--- config.mk ---
export PLATFORM = sky130hd
export DESIGN_NAME = seq_alu
export DESIGN_NICKNAME = d
export VERILOG_FILES = /design/src/rtl/hack_alu_pkg.sv /design/src/rtl/alu_preproc.sv /design/src/rtl/seq_alu.sv
export SDC_FILE = /design/constraint.sdc
export NUM_CORES = 1
export LEC_CHECK = 0
export BUFFER_PORTS_ARGS = -buffer_cell sky130_fd_sc_hd__buf_2
export CAP_MARGIN = 0
export CORE_MARGIN = 4
export CORE_UTILIZATION = 40
export DETAILED_ROUTE_END_ITERATION = 10
export PLACE_DENSITY = 0.6
export SLEW_MARGIN = 30
export SYNTH_ARGS = -nofsm -noshare
export SYNTH_HDL_FRONTEND = slang
export SYNTH_SLANG_ARGS = --single-unit
--- constraint.sdc ---
create_clock -name clk -period 3.1 [get_ports clk]
set_input_delay 0 -clock clk [delete_from_list [all_inputs] [get_ports clk]]
set_output_delay 0 -clock clk [all_outputs]
set_load 0.005 [all_outputs]
--- src/rtl/hack_alu_pkg.sv ---
// rtl/hack_alu_pkg.sv - op and state encodings for the sequential Hack ALU
package hack_alu_pkg;

    typedef enum logic [1:0] {
        OP_HACK = 2'b00,
        OP_MUL  = 2'b01,
        OP_SHL  = 2'b10,
        OP_SHR  = 2'b11
    } op_e;

    typedef enum logic [1:0] {
        ST_IDLE = 2'b00,
        ST_BUSY = 2'b01,
        ST_DONE = 2'b10
    } state_e;

endpackage

--- src/rtl/alu_preproc.sv ---
// rtl/alu_preproc.sv - Hack operand zeroing and bitwise negation
module alu_preproc #(
    parameter int WIDTH = 16
) (
    input  logic [WIDTH-1:0] i_val,
    input  logic             i_z,
    input  logic             i_n,
    output logic [WIDTH-1:0] o_val
);

    logic [WIDTH-1:0] w_zeroed;

    assign w_zeroed = i_z ? '0 : i_val;
    assign o_val    = i_n ? ~w_zeroed : w_zeroed;

endmodule

--- src/rtl/seq_alu.sv ---
// rtl/seq_alu.sv - multi-cycle Hack ALU with iterative multiply and shifts
module seq_alu
    import hack_alu_pkg::*;
#(
    parameter int WIDTH = 16,
    parameter int SHW   = $clog2(WIDTH)
) (
    input  logic             clk,
    input  logic             rst,
    input  logic [WIDTH-1:0] x,
    input  logic [WIDTH-1:0] y,
    input  logic             zx,
    input  logic             nx,
    input  logic             zy,
    input  logic             ny,
    input  logic             f,
    input  logic             no,
    input  logic [1:0]       op,
    input  logic             in_valid,
    output logic             in_ready,
    output logic [WIDTH-1:0] out,
    output logic             zr,
    output logic             ng,
    output logic             out_valid,
    input  logic             out_ready
);

    localparam int            CW         = SHW + 1;
    localparam logic [CW-1:0] C_ONE      = CW'(1);
    localparam logic [CW-1:0] C_MUL_CNT  = CW'(WIDTH - 1);

    state_e           r_state;
    state_e           w_state_next;
    op_e              r_op;
    op_e              w_op;
    logic [WIDTH-1:0] r_px;
    logic [WIDTH-1:0] r_sh;
    logic [WIDTH-1:0] r_acc;
    logic [WIDTH-1:0] r_out;
    logic [CW-1:0]    r_cnt;
    logic             r_no;
    logic             r_skip;

    logic [WIDTH-1:0] w_px;
    logic [WIDTH-1:0] w_py;
    logic [SHW-1:0]   w_k;
    logic [WIDTH-1:0] w_hack;
    logic [WIDTH-1:0] w_acc_next;
    logic [CW-1:0]    w_cnt_load;
    logic             w_accept;

    alu_preproc #(.WIDTH(WIDTH)) u_pre_x (
        .i_val (x),
        .i_z   (zx),
        .i_n   (nx),
        .o_val (w_px)
    );

    alu_preproc #(.WIDTH(WIDTH)) u_pre_y (
        .i_val (y),
        .i_z   (zy),
        .i_n   (ny),
        .o_val (w_py)
    );

    assign w_op     = op_e'(op);
    assign w_k      = w_py[SHW-1:0];
    assign w_hack   = f ? (w_px + w_py) : (w_px & w_py);
    assign w_accept = in_valid && in_ready;

    // Counter holds remaining BUSY cycles minus one; HACK spends a single BUSY cycle.
    always_comb begin
        w_cnt_load = '0;
        unique case (w_op)
            OP_HACK: w_cnt_load = '0;
            OP_MUL:  w_cnt_load = C_MUL_CNT;
            OP_SHL,
            OP_SHR:  w_cnt_load = (w_k == '0) ? '0 : ({1'b0, w_k} - C_ONE);
            default: w_cnt_load = '0;
        endcase
    end

    // MUL walks py MSB-first: acc = 2*acc + (bit ? px : 0).
    always_comb begin
        w_acc_next = r_acc;
        unique case (r_op)
            OP_HACK: w_acc_next = r_acc;
            OP_MUL:  w_acc_next = {r_acc[WIDTH-2:0], 1'b0} + (r_sh[WIDTH-1] ? r_px : '0);
            OP_SHL:  if (!r_skip) w_acc_next = {r_acc[WIDTH-2:0], 1'b0};
            OP_SHR:  if (!r_skip) w_acc_next = {1'b0, r_acc[WIDTH-1:1]};
            default: w_acc_next = r_acc;
        endcase
    end

    always_ff @(posedge clk or posedge rst) begin
        if (rst) begin
            r_state <= ST_IDLE;
        end else begin
            r_state <= w_state_next;
        end
    end

    always_comb begin
        w_state_next = r_state;
        in_ready     = 1'b0;
        out_valid    = 1'b0;
        unique case (r_state)
            ST_IDLE: begin
                in_ready = 1'b1;
                if (in_valid) w_state_next = ST_BUSY;
            end
            ST_BUSY: begin
                if (r_cnt == '0) w_state_next = ST_DONE;
            end
            ST_DONE: begin
                out_valid = 1'b1;
                in_ready  = out_ready;
                if (out_ready) w_state_next = in_valid ? ST_BUSY : ST_IDLE;
            end
            default: w_state_next = ST_IDLE;
        endcase
    end

    always_ff @(posedge clk or posedge rst) begin
        if (rst) begin
            r_op   <= OP_HACK;
            r_px   <= '0;
            r_sh   <= '0;
            r_acc  <= '0;
            r_out  <= '0;
            r_cnt  <= '0;
            r_no   <= 1'b0;
            r_skip <= 1'b0;
        end else if (w_accept) begin
            r_op   <= w_op;
            r_px   <= w_px;
            r_sh   <= w_py;
            r_no   <= no;
            r_cnt  <= w_cnt_load;
            r_skip <= (w_k == '0);
            unique case (w_op)
                OP_HACK: r_acc <= w_hack;
                OP_MUL:  r_acc <= '0;
                default: r_acc <= w_px;
            endcase
        end else if (r_state == ST_BUSY) begin
            r_acc <= w_acc_next;
            r_sh  <= {r_sh[WIDTH-2:0], 1'b0};
            if (r_cnt == '0) begin
                r_out <= r_no ? ~w_acc_next : w_acc_next;
            end else begin
                r_cnt <= r_cnt - C_ONE;
            end
        end
    end

    assign out = r_out;
    assign zr  = (r_out == '0);
    assign ng  = r_out[WIDTH-1];

endmodule

==> impl_metrics.json <==
{
  "worstPathArrival_ns": 3.10,
  "yosysSeqAreaShare": 0.289,
  "synthesis.nets": 868,
  "async_reset_ff_frac": 1.00,
  "viasPerCell": 5.53,
  "synth_edf_count": 0,
  "drc": 0,
  "worstHoldPathType": "in -> reg",
  "numClockSinks": 75,
  "ir_worst_vdd_mv": 0.360,
  "place.detailed.hpwl_mm": 14.5,
  "p_int_mw": 3.90,
  "synth_area_um2": 6490,
  "fmax_mhz": 349,
  "die_area_um2": 18300,
  "dp.cells": 1056,
  "setup_violations": 0,
  "r2r_slack_ns": 0.23,
  "slew_violations": 0,
  "grt_usage": 0.211,
  "num_antenna_cells": 0,
  "nNetsFinal": 933,
  "fin_hold_ws_ns": 0.0421,
  "overflow": 0,
  "htree_levels": 3,
  "met1Wirelength_mm": 9.15,
  "swShare": 0.461,
  "core_area_um2": 15900,
  "seq_power_share": 0.260,
  "yosysWarnings": 0,
  "die_width_um": 135,
  "crit_path_start_kind": "flip-flop",
  "clock-root-buffer": "clkbuf_16",
  "clk_latency_ns": 0.35,
  "path_clk_slew_ns": 0.06,
  "wl_met2_mm": 8.33,
  "layout_commonest_cell": "nand2_1",
  "synthDistinctLibCells": 79,
  "power_density_nw_per_um2": 969,
  "port_buffers": 63,
  "maxSlewHeadroom": 0.611,
  "synth_area_leaders": "dfrtp_1, nand2_1, xnor2_1",
  "worst_pin_slew_ns": 0.582,
  "cts_tree": "yes",
  "crit_buf_inv": 1,
  "final.period_utilization": 0.925,
  "start_util": 0.409,
  "grt_max_degree": 32,
  "synth_top_area_frac": 0.289,
  "finalWirelength_mm": 18.7,
  "r2r-end": "out[12]$_DFFE_PP0P_",
  "synth-main-ff-cell": "dfrtp_1",
  "tns_ns": 0,
  "postRouteAntennaNets": 0,
  "gp_congestion": 0.907,
  "cp_top_family": "compound AO/OA/AOI/OAI gates",
  "fin_cells": 1076,
  "slowest_stage": "o31ai_1",
  "antenna_found_initial": 0,
  "yosys.area.top_type": "dfrtp_1",
  "slowest_delay_ns": 0.39,
  "finClkSkew_ns": 0.00546,
  "grt_pass1_vias": 5619,
  "status": "finished clean",
  "cp_max_fo": 15,
  "path_cells": "buf_4 -> and2_1 -> ha_1 -> a21oi_1 -> o21a_1 -> o21ai_0 -> o311a_1 -> o31ai_1 -> mux2i_1 -> nand2_1",
  "endpoint_kind": "flip-flop",
  "fill_cells": 1668,
  "fp.dieH_um": 135,
  "grt_first_pass_wirelength_mm": 30.6,
  "mostFrequentLayoutCells": "nand2_1, dfrtp_1, buf_2",
  "total_power_mw": 7.24,
  "pwr-share-clk": 0.149,
  "avgSynthCellArea_um2": 8.22,
  "drive_gt1_frac": 0.163,
  "critical_path_class": "reg -> reg",
  "num_rows": 46,
  "period_minus_slack_ns": 2.87,
  "hold_violations": 0,
  "via_count": 5950,
  "combPwrFrac": 0.591,
  "p_leak_nw": 3.39,
  "r2r-start": "r_sh[15]$_DFFE_PP0P_",
  "reg2reg_depth": 10,
  "rsz0062_at_grt": "false",
  "whs_endpoint": "r_op[0]$_DFFE_PP0P_",
  "drv_cap": 0,
  "ys_seq_elements": 75,
  "syn_inst": 790,
  "drtIter0Drc": 475,
  "wl_per_cell_um": 17.4,
  "wl_met3_um": 909,
  "startpoint": "r_sh[15]$_DFFE_PP0P_",
  "syn2layout_area_growth_pct": 15.1,
  "cts_made_buffers": 9,
  "io_pins": 64,
  "power.switching_mw": 3.34,
  "min_path_cells": 3,
  "min_from": "op[0]",
  "required_ns": 3.34,
  "top_layer": "met4",
  "cts_max_path_buffers": 2,
  "first_pass_iters": 5
}
[cells by family (layout without fill, tap and decap cells)]
kind of cell	count (synthesis)	count (layout)	share of synthesized area
muxes	18	18	0.0281
DFF	75	75	0.289
adders and majority gates	34	34	0.0678
AOI/OAI and AO/OA	213	213	0.221
buffers and inverters	63	133	0.0395
xor gates and xnor gates	75	75	0.118
and+or+nand+nor	312	312	0.236
[metrics by stage]
stage	worst slack, ns	utilization	area (um2)
global route	0.0299	0.470	7470
finish	0.232	0.470	7470
floorplan	0.00375	-	6490
CTS	0.0807	0.469	7450
global placement	0.0903	0.448	7120
detailed placement	0.0420	0.448	7120
[per-layer routing]
metal,vias to the layer above,GRT usage
met2,177,0.331
li1,2948,-
met5,-,0
met3,22,0.0230
met1,2803,0.308
met4,0,0.0627
[cell type report]
type	instances	area, um2	area share
clock buffer	11	243	0.0325
clock inverter	5	52.6	0.00703
inverter	21	80.1	0.0107
multi-input combinational	652	4380	0.586
sequential	75	1880	0.251
tap	216	270	0.0362
timing repair buffer	96	571	0.0764
[Yosys cell counts (all sizes together), types with 13 or more instances]
cell type	n
a21oi	36
a31oi	13
and2	16
buf	15
clkbuf	27
dfrtp	75
ha	32
inv	21
mux2i	16
nand2	122
nand2b	30
nand3	16
nor2	58
nor2b	22
o211ai	17
o21ai	57
xnor2	53
xor2	20
[power by group through the flow]
stage          logic, mW  clock network, mW  registers (mW)
2_1_floorplan       3.12                  0            1.74
3_3_place_gp        4.14                  0            1.87
3_5_place_dp        4.16                  0            1.89
4_1_cts             4.22               1.10            1.88
5_1_grt             4.79               1.14            1.94
6_report            4.28               1.08            1.88
[flip-flops by register name, summed over array words and instances, names as in the netlist]
name,flops
r_state,2
r_sh,16
r_px,16
r_skip,1
r_no,1
r_acc,16
out,16
r_op,2
r_cnt,5
[how the worst max path moves through the flow]
stage                                 end  slack [ns]  cells past startpoint
floorplan           r_acc[11]$_DFFE_PP0P_       0.004                     12
global placement    r_acc[11]$_DFFE_PP0P_        0.09                     11
detailed placement  r_acc[11]$_DFFE_PP0P_        0.04                     11
CTS                 r_acc[11]$_DFFE_PP0P_        0.08                     11
global route        r_acc[11]$_DFFE_PP0P_        0.03                     11
finish                out[12]$_DFFE_PP0P_        0.23                     10
[worst min-delay path: stages]
cell and delay, ns:
buf_2 0.16, nand2_1 0.06, o21ai_0 0.11
[timing repair]
action                                  CTS  global route
setup buffers                             0             1
pin swaps                                 0             2
gates resized for setup                   1             3
gates cloned                              0             0
hold buffers                              3             0
hold endpoints to repair                 31             0
endpoints found under the setup margin    1             5
(Power assumes the default switching activity.)
